File: config.mk
export PLATFORM = sky130hd
export DESIGN_NAME = nn_layer_mac_counter_act
export DESIGN_NICKNAME = d
export VERILOG_FILES = /design/src/rtl/nn_layer_mac_counter_act.sv
export SDC_FILE = /design/constraint.sdc
export NUM_CORES = 1
export LEC_CHECK = 0
export BUFFER_PORTS_ARGS = -buffer_cell sky130_fd_sc_hd__buf_4
export CAP_MARGIN = 20
export CORE_AREA = 2 2 39 41
export CTS_CLUSTER_DIAMETER = 100
export DETAILED_ROUTE_END_ITERATION = 10
export DIE_AREA = 0 0 41 43
export GPL_TIMING_DRIVEN = 0
export PLACE_DENSITY = 0.5
export SETUP_SLACK_MARGIN = 0.5
export SYNTH_ARGS = -nofsm -noshare
export SYNTH_HDL_FRONTEND = slang
export SYNTH_SLANG_ARGS = --single-unit
File: constraint.sdc
create_clock -name clk -period 1.8 [get_ports clk]
set_input_delay 0.18 -clock clk [delete_from_list [all_inputs] [get_ports clk]]
set_output_delay 0.18 -clock clk [all_outputs]
set_load 0.1 [all_outputs]
File: src/rtl/nn_layer_mac_counter_act.sv
// MAC-completion counter with sticky done and a combinational
// fixed-point activation for one neuron of a fully-connected layer.
module nn_layer_mac_counter_act #(
  parameter int N_INPUTS  = 2,
  parameter int DATA_W    = 8,
  parameter int FRAC_BITS = 4,
  parameter int ACT       = 0,
  localparam int CW = $clog2(N_INPUTS + 1)
) (
  input  logic                     clk,
  input  logic                     rst,
  input  logic                     ack,
  output logic                     ack_mac,
  output logic [CW-1:0]            count,
  input  logic signed [DATA_W-1:0] z_value,
  output logic signed [DATA_W-1:0] a
);

  localparam logic [CW-1:0] LAST = CW'(N_INPUTS - 1);
  localparam logic signed [DATA_W:0] ONE =
    (DATA_W+1)'(1 << FRAC_BITS);
  localparam logic signed [DATA_W:0] HALF =
    (DATA_W+1)'(1 << (FRAC_BITS - 1));

  logic [CW-1:0] r_count;
  logic          r_ack_mac;

  // Acks after completion are dropped so count saturates.
  always_ff @(posedge clk) begin
    if (rst) begin
      r_count   <= '0;
      r_ack_mac <= 1'b0;
    end else if (ack && !r_ack_mac) begin
      r_count <= r_count + CW'(1);
      if (r_count == LAST)
        r_ack_mac <= 1'b1;
    end
  end

  assign count   = r_count;
  assign ack_mac = r_ack_mac;

  logic signed [DATA_W-1:0] w_shift;
  logic signed [DATA_W:0]   w_sum;
  logic signed [DATA_W-1:0] w_hsig;

  assign w_shift = z_value >>> 2;
  assign w_sum   = {w_shift[DATA_W-1], w_shift} + HALF;

  always_comb begin
    w_hsig = w_sum[DATA_W-1:0];
    if (w_sum < 0)
      w_hsig = '0;
    else if (w_sum > ONE)
      w_hsig = ONE[DATA_W-1:0];
  end

  always_comb begin
    a = z_value;
    case (ACT)
      0: a = z_value[DATA_W-1] ? '0 : z_value;
      1: a = w_hsig;
      default: a = z_value;
    endcase
  end

endmodule

# Yosys cells after proc, flatten, opt, wreduce, memory -nomap -nowiden
# Cells that the tools add are included.
[op_classes] n_addsub=1 n_eq_ne=1 muxes=1 n_reduce_logical=3
[ops] op="2-to-1 mux 7 bit" n=1
[ops] op="adder 2 x 1 -> 2 bit, second input constant" n=1
[ops] op="== test 2 x 1 -> 1 bit, second input constant" n=1
[ops] op="AND reduction 2 bit" n=1
[ops] op="logical AND 1 bit" n=1
[ops] op="zero test 1 bit" n=1
[word_totals] reg_bits=3 inputBits=11 output_inout_bits=11 elab_cells=8

# Depth between registers and ports, before layout
# Gate-level depths: netlist (run 1).
[logic_depth] ltp_word=3 mapped_depth=4 ltp_nobuf=4

# Least setup slack after synthesis (run 1)
# No wires, ideal clock.
[synth_path] path_type="flip-flop to flip-flop" start="register r_count[1], in the netlist count[1]" end="register r_count[1], in the netlist count[1]" setup_ps=87 arrival_time_ps=1909 t_required_ps=1713 path_slack_ps=-196 stages_incl_launch_ff=5 n_path_buf=0 period_less_slack_ps=1996 cell_sequence="dfxtp_1 -> inv_1 -> ha_1 -> or4b_1 -> o31ai_1"
[synth_between] elab_chain_cells=1
[synth_rtl] item="start: declaration" line_no="25" source="logic [CW-1:0] r_count;"
[synth_rtl] item="start signal: assignment" line_no="34" source="r_count <= r_count + CW'(1);"
[synth_rtl] item="adder 2 x 1 -> 2 bit" line_no="34"
# No other way between the ends.
# A chain may end at the register's enable or synchronous reset.

# Worst setup path in the final report (run 1)
# Ends and elaborated chain as after synthesis.

==> results of run 1 <==
-- cell type report --
| cell class | instances | area [um^2] |
|---|---|---|
| well taps | 16 | 20.0 |
| repair buffers | 20 | 150 |
| multi-input cells | 17 | 164 |
| plain buffers | 1 | 7.51 |
| inverters | 1 | 3.75 |
| fillers | 150 | 946 |
| flip-flops and latches | 3 | 66.3 |
| clock buffers | 4 | 26.3 |
-- per-stage QoR --
step / hold slack (ps) / setup slack [ps] / power [mW] / instances / util
2_1_floorplan: 243 / 129 / 0.224 / 22 / -
3_3_place_gp: 371 / 530 / 0.270 / 58 / 0.276
3_5_place_dp: 376 / 531 / 0.271 / 58 / 0.276
4_1_cts: 130 / 503 / 0.393 / 62 / 0.295
5_1_grt: 156 / 466 / 0.426 / 62 / 0.316
6_report: 159 / 505 / 0.400 / 62 / 0.316
-- state kept, by name (all words and copies together) (netlist names) --
register  flops
count         2
ack_mac       1
-- cells in the mapped netlist --
master | n | area share
sky130_fd_sc_hd__nor2b_1 | 8 | 0.27
sky130_fd_sc_hd__dfxtp_1 | 3 | 0.32
sky130_fd_sc_hd__nor2_1 | 2 | 0.040
sky130_fd_sc_hd__a21oi_1 | 1 | 0.027
sky130_fd_sc_hd__and2b_2 | 1 | 0.047
sky130_fd_sc_hd__buf_4 | 1 | 0.040
sky130_fd_sc_hd__conb_1 | 1 | 0.020
sky130_fd_sc_hd__ha_1 | 1 | 0.067
sky130_fd_sc_hd__inv_1 | 1 | 0.020
sky130_fd_sc_hd__mux2_2 | 1 | 0.060
sky130_fd_sc_hd__o31ai_1 | 1 | 0.040
sky130_fd_sc_hd__or4b_1 | 1 | 0.053
-- power breakdown --
group	switching [mW]	leakage, nW	internal, mW	total, mW
Clock	0.0339	0.0150	0.0830	0.117
Sequential	0.00695	0.0261	0.0746	0.0816
Combinational	0.145	0.165	0.0568	0.202
Total	0.186	0.206	0.214	0.400
-- cell families after synthesis --
family / Yosys count / share of synthesized area
and+or+nand+nor: 12 / 0.407
buffers and inverters: 2 / 0.0600
AOI/OAI and AO/OA: 2 / 0.0667
adders and majority gates: 1 / 0.0667
DFF: 3 / 0.320
muxes: 1 / 0.0600
other: 1 / 0.0200
-- metal layers --
layer  up-vias  track usage
met5         -            0
met4         0       0.0400
met3         0       0.0681
met2        22       0.0844
met1        94       0.0385
li1        116            -
-- worst paths after layout --
check	cells past startpoint	endpoint	start	slack, ps
worst min register to register	2	ack_mac	ack_mac	480
worst max-delay path	4	count[1]	count[1]	500
worst max register to register	4	count[1]	count[1]	500
worst min-delay path	2	ack_mac	rst	160
-- repair_timing --
| action | in CTS | in global routing |
|---|---|---|
| endpoints found under the setup margin | 0 | 1 |
| hold endpoints to repair | 0 | 0 |
| resized for setup | 0 | 5 |
==> results.ini, run 1 <==
[finish]
finalInstanceArea_um2 = 438
mostFrequentLayoutCells = sky130_fd_sc_hd__buf_4, sky130_fd_sc_hd__nor2b_2, sky130_fd_sc_hd__clkbuf_4, sky130_fd_sc_hd__nor2_1, sky130_fd_sc_hd__dfxtp_2
layout_commonest_cell = sky130_fd_sc_hd__buf_4
antenna_cells = 0
design.final.nets = 59
syn2layout_area_growth_pct = 133
layout-drive-gt1-share = 0.870

[yosys]
postSynthAreaPerCell_um2 = 8.53
synth_nets = 34
sequential_share_of_the_synthesized_area = 0.320
ys_ff_latch = 3
gate_count_post_synth = 22
number_of_warning_messages_in_the_yosys_log = 0
synth.cell_area_um2 = 188
ys_types = 12

[power_and_ir_drop]
p_per_area_mw_per_mm2 = 913
vdd_ir_drop_max_v = 0.000365
leakagePower_nw = 0.206

[clock_tree]
clock_tree.buffer_depth = 2
holdBufCountCts = 0
htreeDepth = 1
worst_skew_pair.late_latency_ps = 230
cts_setup_buffers = 0
cts-root-buf = sky130_fd_sc_hd__clkbuf_4
cts_buffers = 3
clk_transition_reported_paths_ps = 40
cts.sink_count = 3
tritoncts = yes

[global_route]
global_route.overflow_total = 0
antenna_found_initial = 0
maximum_number_of_pins_on_one_net_before_global_route_repair = 8
grt_pass1_wl_um = 607
grt_util_all_layers = 0.0582
grt_pass1_vias = 173

[route]
top_layer_used = met3
postRouteAntennaNets = 0
dr_total_vias = 232
routed_wirelength_um = 522
wl_met1_um = 152
dr_wl_met3_um = 145
first_drt_iteration_drcs = 0
drt_pass1_iterations = 1
route.met2.wl_um = 224
post-route-drc-count = 0
detail_route.vias_per_cell = 3.74
post_drt_wl_per_cell_um = 8.42

[timing]
fin_setup_tns_ps = 0
fmax_ghz = 0.772
setup_viol_count_final = 0
hold_viol = 0
post-route-min-period_ps = 1300
setup_repair_after_global_routing_missed_its_margin = true
fin_skew_ps = 2.80
period_share = 0.720
final_max_slew_viol_count = 0

[worst_setup_path]
cp.buffers_inverters = 1
cp.required_ps = 1950
crit_chain = inv_2, ha_4, or4b_4, o31ai_4
crit_family = simple AND/OR/NAND/NOR gates
start_kind = flip-flop
cp_data_arrival_time_ps = 1440
worst-setup-path-type = reg -> reg
worst-path-max-fanout = 2
cp_slowest_cell = sky130_fd_sc_hd__or4b_4
critPathCaptureType = flip-flop
critical-path-max-stage-delay_ps = 540

[job]
max_cap_viols = 0

[placement]
weighted_congestion_at_the_end_of_routability_driven_global_placement = 0.572
postPlaceCellArea_um2 = 382
numPortBuffers = 20

[floorplanning]
io-pin-count = 22
fp.dieArea_mm2 = 0.00176
dieWidth_um = 41
floorplan.initialDensity = 0.136
fp-row-count = 14
fp.dieH_um = 43
placeableCoreArea_mm2 = 0.00138

[hold_path]
worst_hold_path_type = in -> reg

[status]
outcome = completed

(Power assumes the default switching activity.)
==> run 2, diff against run 1 <==
Settings changed: PLACE_DENSITY 0.5 to 0.51.
Clock period 1.8 ns to 1.09 ns, I/O delays scaled along.
==> results.ini, run 2 (synthesized netlist as in run 1, its figures left out) <==
[timing]
post-route-min-period_ps = 1220
fmax_ghz = 0.822
setup_repair_after_global_routing_missed_its_margin = true
fin_hold_ws_ps = 63.0
final_max_slew_viol_count = 0
setup_viol_count_final = 1
period_share = 1.12
hold_viol = 0
final.setup.worst_slack_ps = -126
fin_skew_ps = 4.04

[worst_setup_path]
cp.required_ps = 1220
crit_chain = inv_4, ha_4, or4b_1, o31ai_1
crit_family = simple AND/OR/NAND/NOR gates
r2r-end = count[1]
cp_data_arrival_time_ps = 1350
worst-path-max-fanout = 2
ff2ff_setup_slack_ps = -130
r2r_cells = 4
cp_slowest_cell = sky130_fd_sc_hd__or4b_1
worst-setup-path-type = reg -> reg
worstSetupPathDepth = 4
critical-path-max-stage-delay_ps = 460
critPathCaptureType = flip-flop
r2r-start = count[1]
cp.buffers_inverters = 1
start_kind = flip-flop

[finish]
layout-drive-gt1-share = 0.863
largest_reg_flops = 2
syn2layout_area_growth_pct = 248
finish.utilization = 0.472
layout_commonest_cell = sky130_fd_sc_hd__buf_4
mostFrequentLayoutCells = sky130_fd_sc_hd__buf_4, sky130_fd_sc_hd__buf_12, sky130_fd_sc_hd__nor2b_4, sky130_fd_sc_hd__dfxtp_4, sky130_fd_sc_hd__clkbuf_4
design.final.nets = 64
finalInstanceArea_um2 = 653
antenna_cells = 0

[route]
routed_wirelength_um = 707
postRouteAntennaNets = 0
first_drt_iteration_drcs = 0
post_drt_wl_per_cell_um = 10.6
drt_pass1_iterations = 1
detail_route.vias_per_cell = 3.84
post-route-drc-count = 0
dr_total_vias = 257

[power_and_ir_drop]
vdd_ir_drop_max_v = 0.000738
swShare = 0.422
leakagePower_nw = 0.302
clock_power_share = 0.246
p_per_area_mw_per_mm2 = 1200
net-switching-power_mw = 0.332
share_comb_of_total_power = 0.580
p_total_mw = 0.785
p_seq_frac = 0.174
internal-power_mw = 0.454

[floorplanning]
floorplan.initialDensity = 0.136
fp.dieArea_mm2 = 0.00176
dieWidth_um = 41
io-pin-count = 22
placeableCoreArea_mm2 = 0.00138
fp.dieH_um = 43
fp-row-count = 14

[status]
outcome = finished, violations left
violations = negative setup slack

[placement]
weighted_congestion_at_the_end_of_routability_driven_global_placement = 0.601
hpwl_detailed_um = 463
postPlaceCellArea_um2 = 438
post-place-ws_ps = -113
numPortBuffers = 20

[clock_tree]
holdBufCountCts = 0
clock_tree.buffer_depth = 2
cts.sink_count = 3
tritoncts = yes
cts_buffers = 3
worst_skew_pair.late_latency_ps = 230
htreeDepth = 1
clk_transition_reported_paths_ps = 40
cts-root-buf = sky130_fd_sc_hd__clkbuf_4

[hold_path]
min_delay_worst_endpoint = ack_mac
worst_hold_path_type = in -> reg
worstHoldPathCells = 2
hp-start = rst

[global_route]
global_route.overflow_total = 0
grt_pass1_wl_um = 959
antenna_found_initial = 0
grt_util_all_layers = 0.0843
maximum_number_of_pins_on_one_net_before_global_route_repair = 8
grt_pass1_vias = 241

[job]
max_cap_viols = 0

[run 2: cell types whose count changed in the layout (fill, tap and decap cells not counted), moves of 2 or more]
cell / previous run / this run
sky130_fd_sc_hd__buf_12: 0 / 11
sky130_fd_sc_hd__buf_4: 21 / 13
sky130_fd_sc_hd__dfxtp_4: 1 / 3
sky130_fd_sc_hd__nor2b_4: 0 / 7
sky130_fd_sc_hd__buf_6: 0 / 2
sky130_fd_sc_hd__nor2b_2: 7 / 0
sky130_fd_sc_hd__dfxtp_2: 2 / 0
[run 2: metal layers]
layer	global-route usage	wire length, um
met5	0	0
met4	0.0400	0
met3	0.0576	94
met2	0.141	382
met1	0.0705	230
[run 2: per-stage QoR]
| stage | setup TNS, ps | std cells |
|---|---|---|
| floorplan | -396 | 22 |
| global placement | -131 | 58 |
| detailed placement | -113 | 58 |
| CTS | -123 | 64 |
| global route | -184 | 67 |
| finish | -126 | 67 |
[run 2: layout make-up]
type | count | area, um^2
buffer | 1 | 7.51
multi-input combinational | 17 | 189
clock buffer | 4 | 26.3
tap | 16 | 20.0
timing repair buffer | 25 | 333
sequential | 3 | 71.3
fill | 129 | 731
inverter | 1 | 6.26
[run 2: how the worst max path moves through the flow]
stage | start | endpoint | slack (ps)
after floorplan | count[1] | count[1] | -320
after global placement | count[1] | count[1] | -130
after detailed placement | count[1] | count[1] | -110
after CTS | count[0] | count[1] | -120
after global routing | count[1] | count[1] | -170
final | count[1] | count[1] | -130
[run 2: timing repair]
action / 4_1_cts / 5_1_grt
endpoints found under the setup margin: 13 / 13
gates resized for setup: 33 / 4
cloned: 0 / 0
pin swaps: 2 / 0
setup buffers: 2 / 3
[run 2: power groups by stage]
stage | Combinational, mW | Sequential (mW) | Clock [mW]
3_3_place_gp | 0.338 | 0.137 | 0
6_report | 0.455 | 0.137 | 0.193
2_1_floorplan | 0.176 | 0.215 | 0
4_1_cts | 0.424 | 0.138 | 0.202
5_1_grt | 0.475 | 0.139 | 0.210
3_5_place_dp | 0.340 | 0.136 | 0
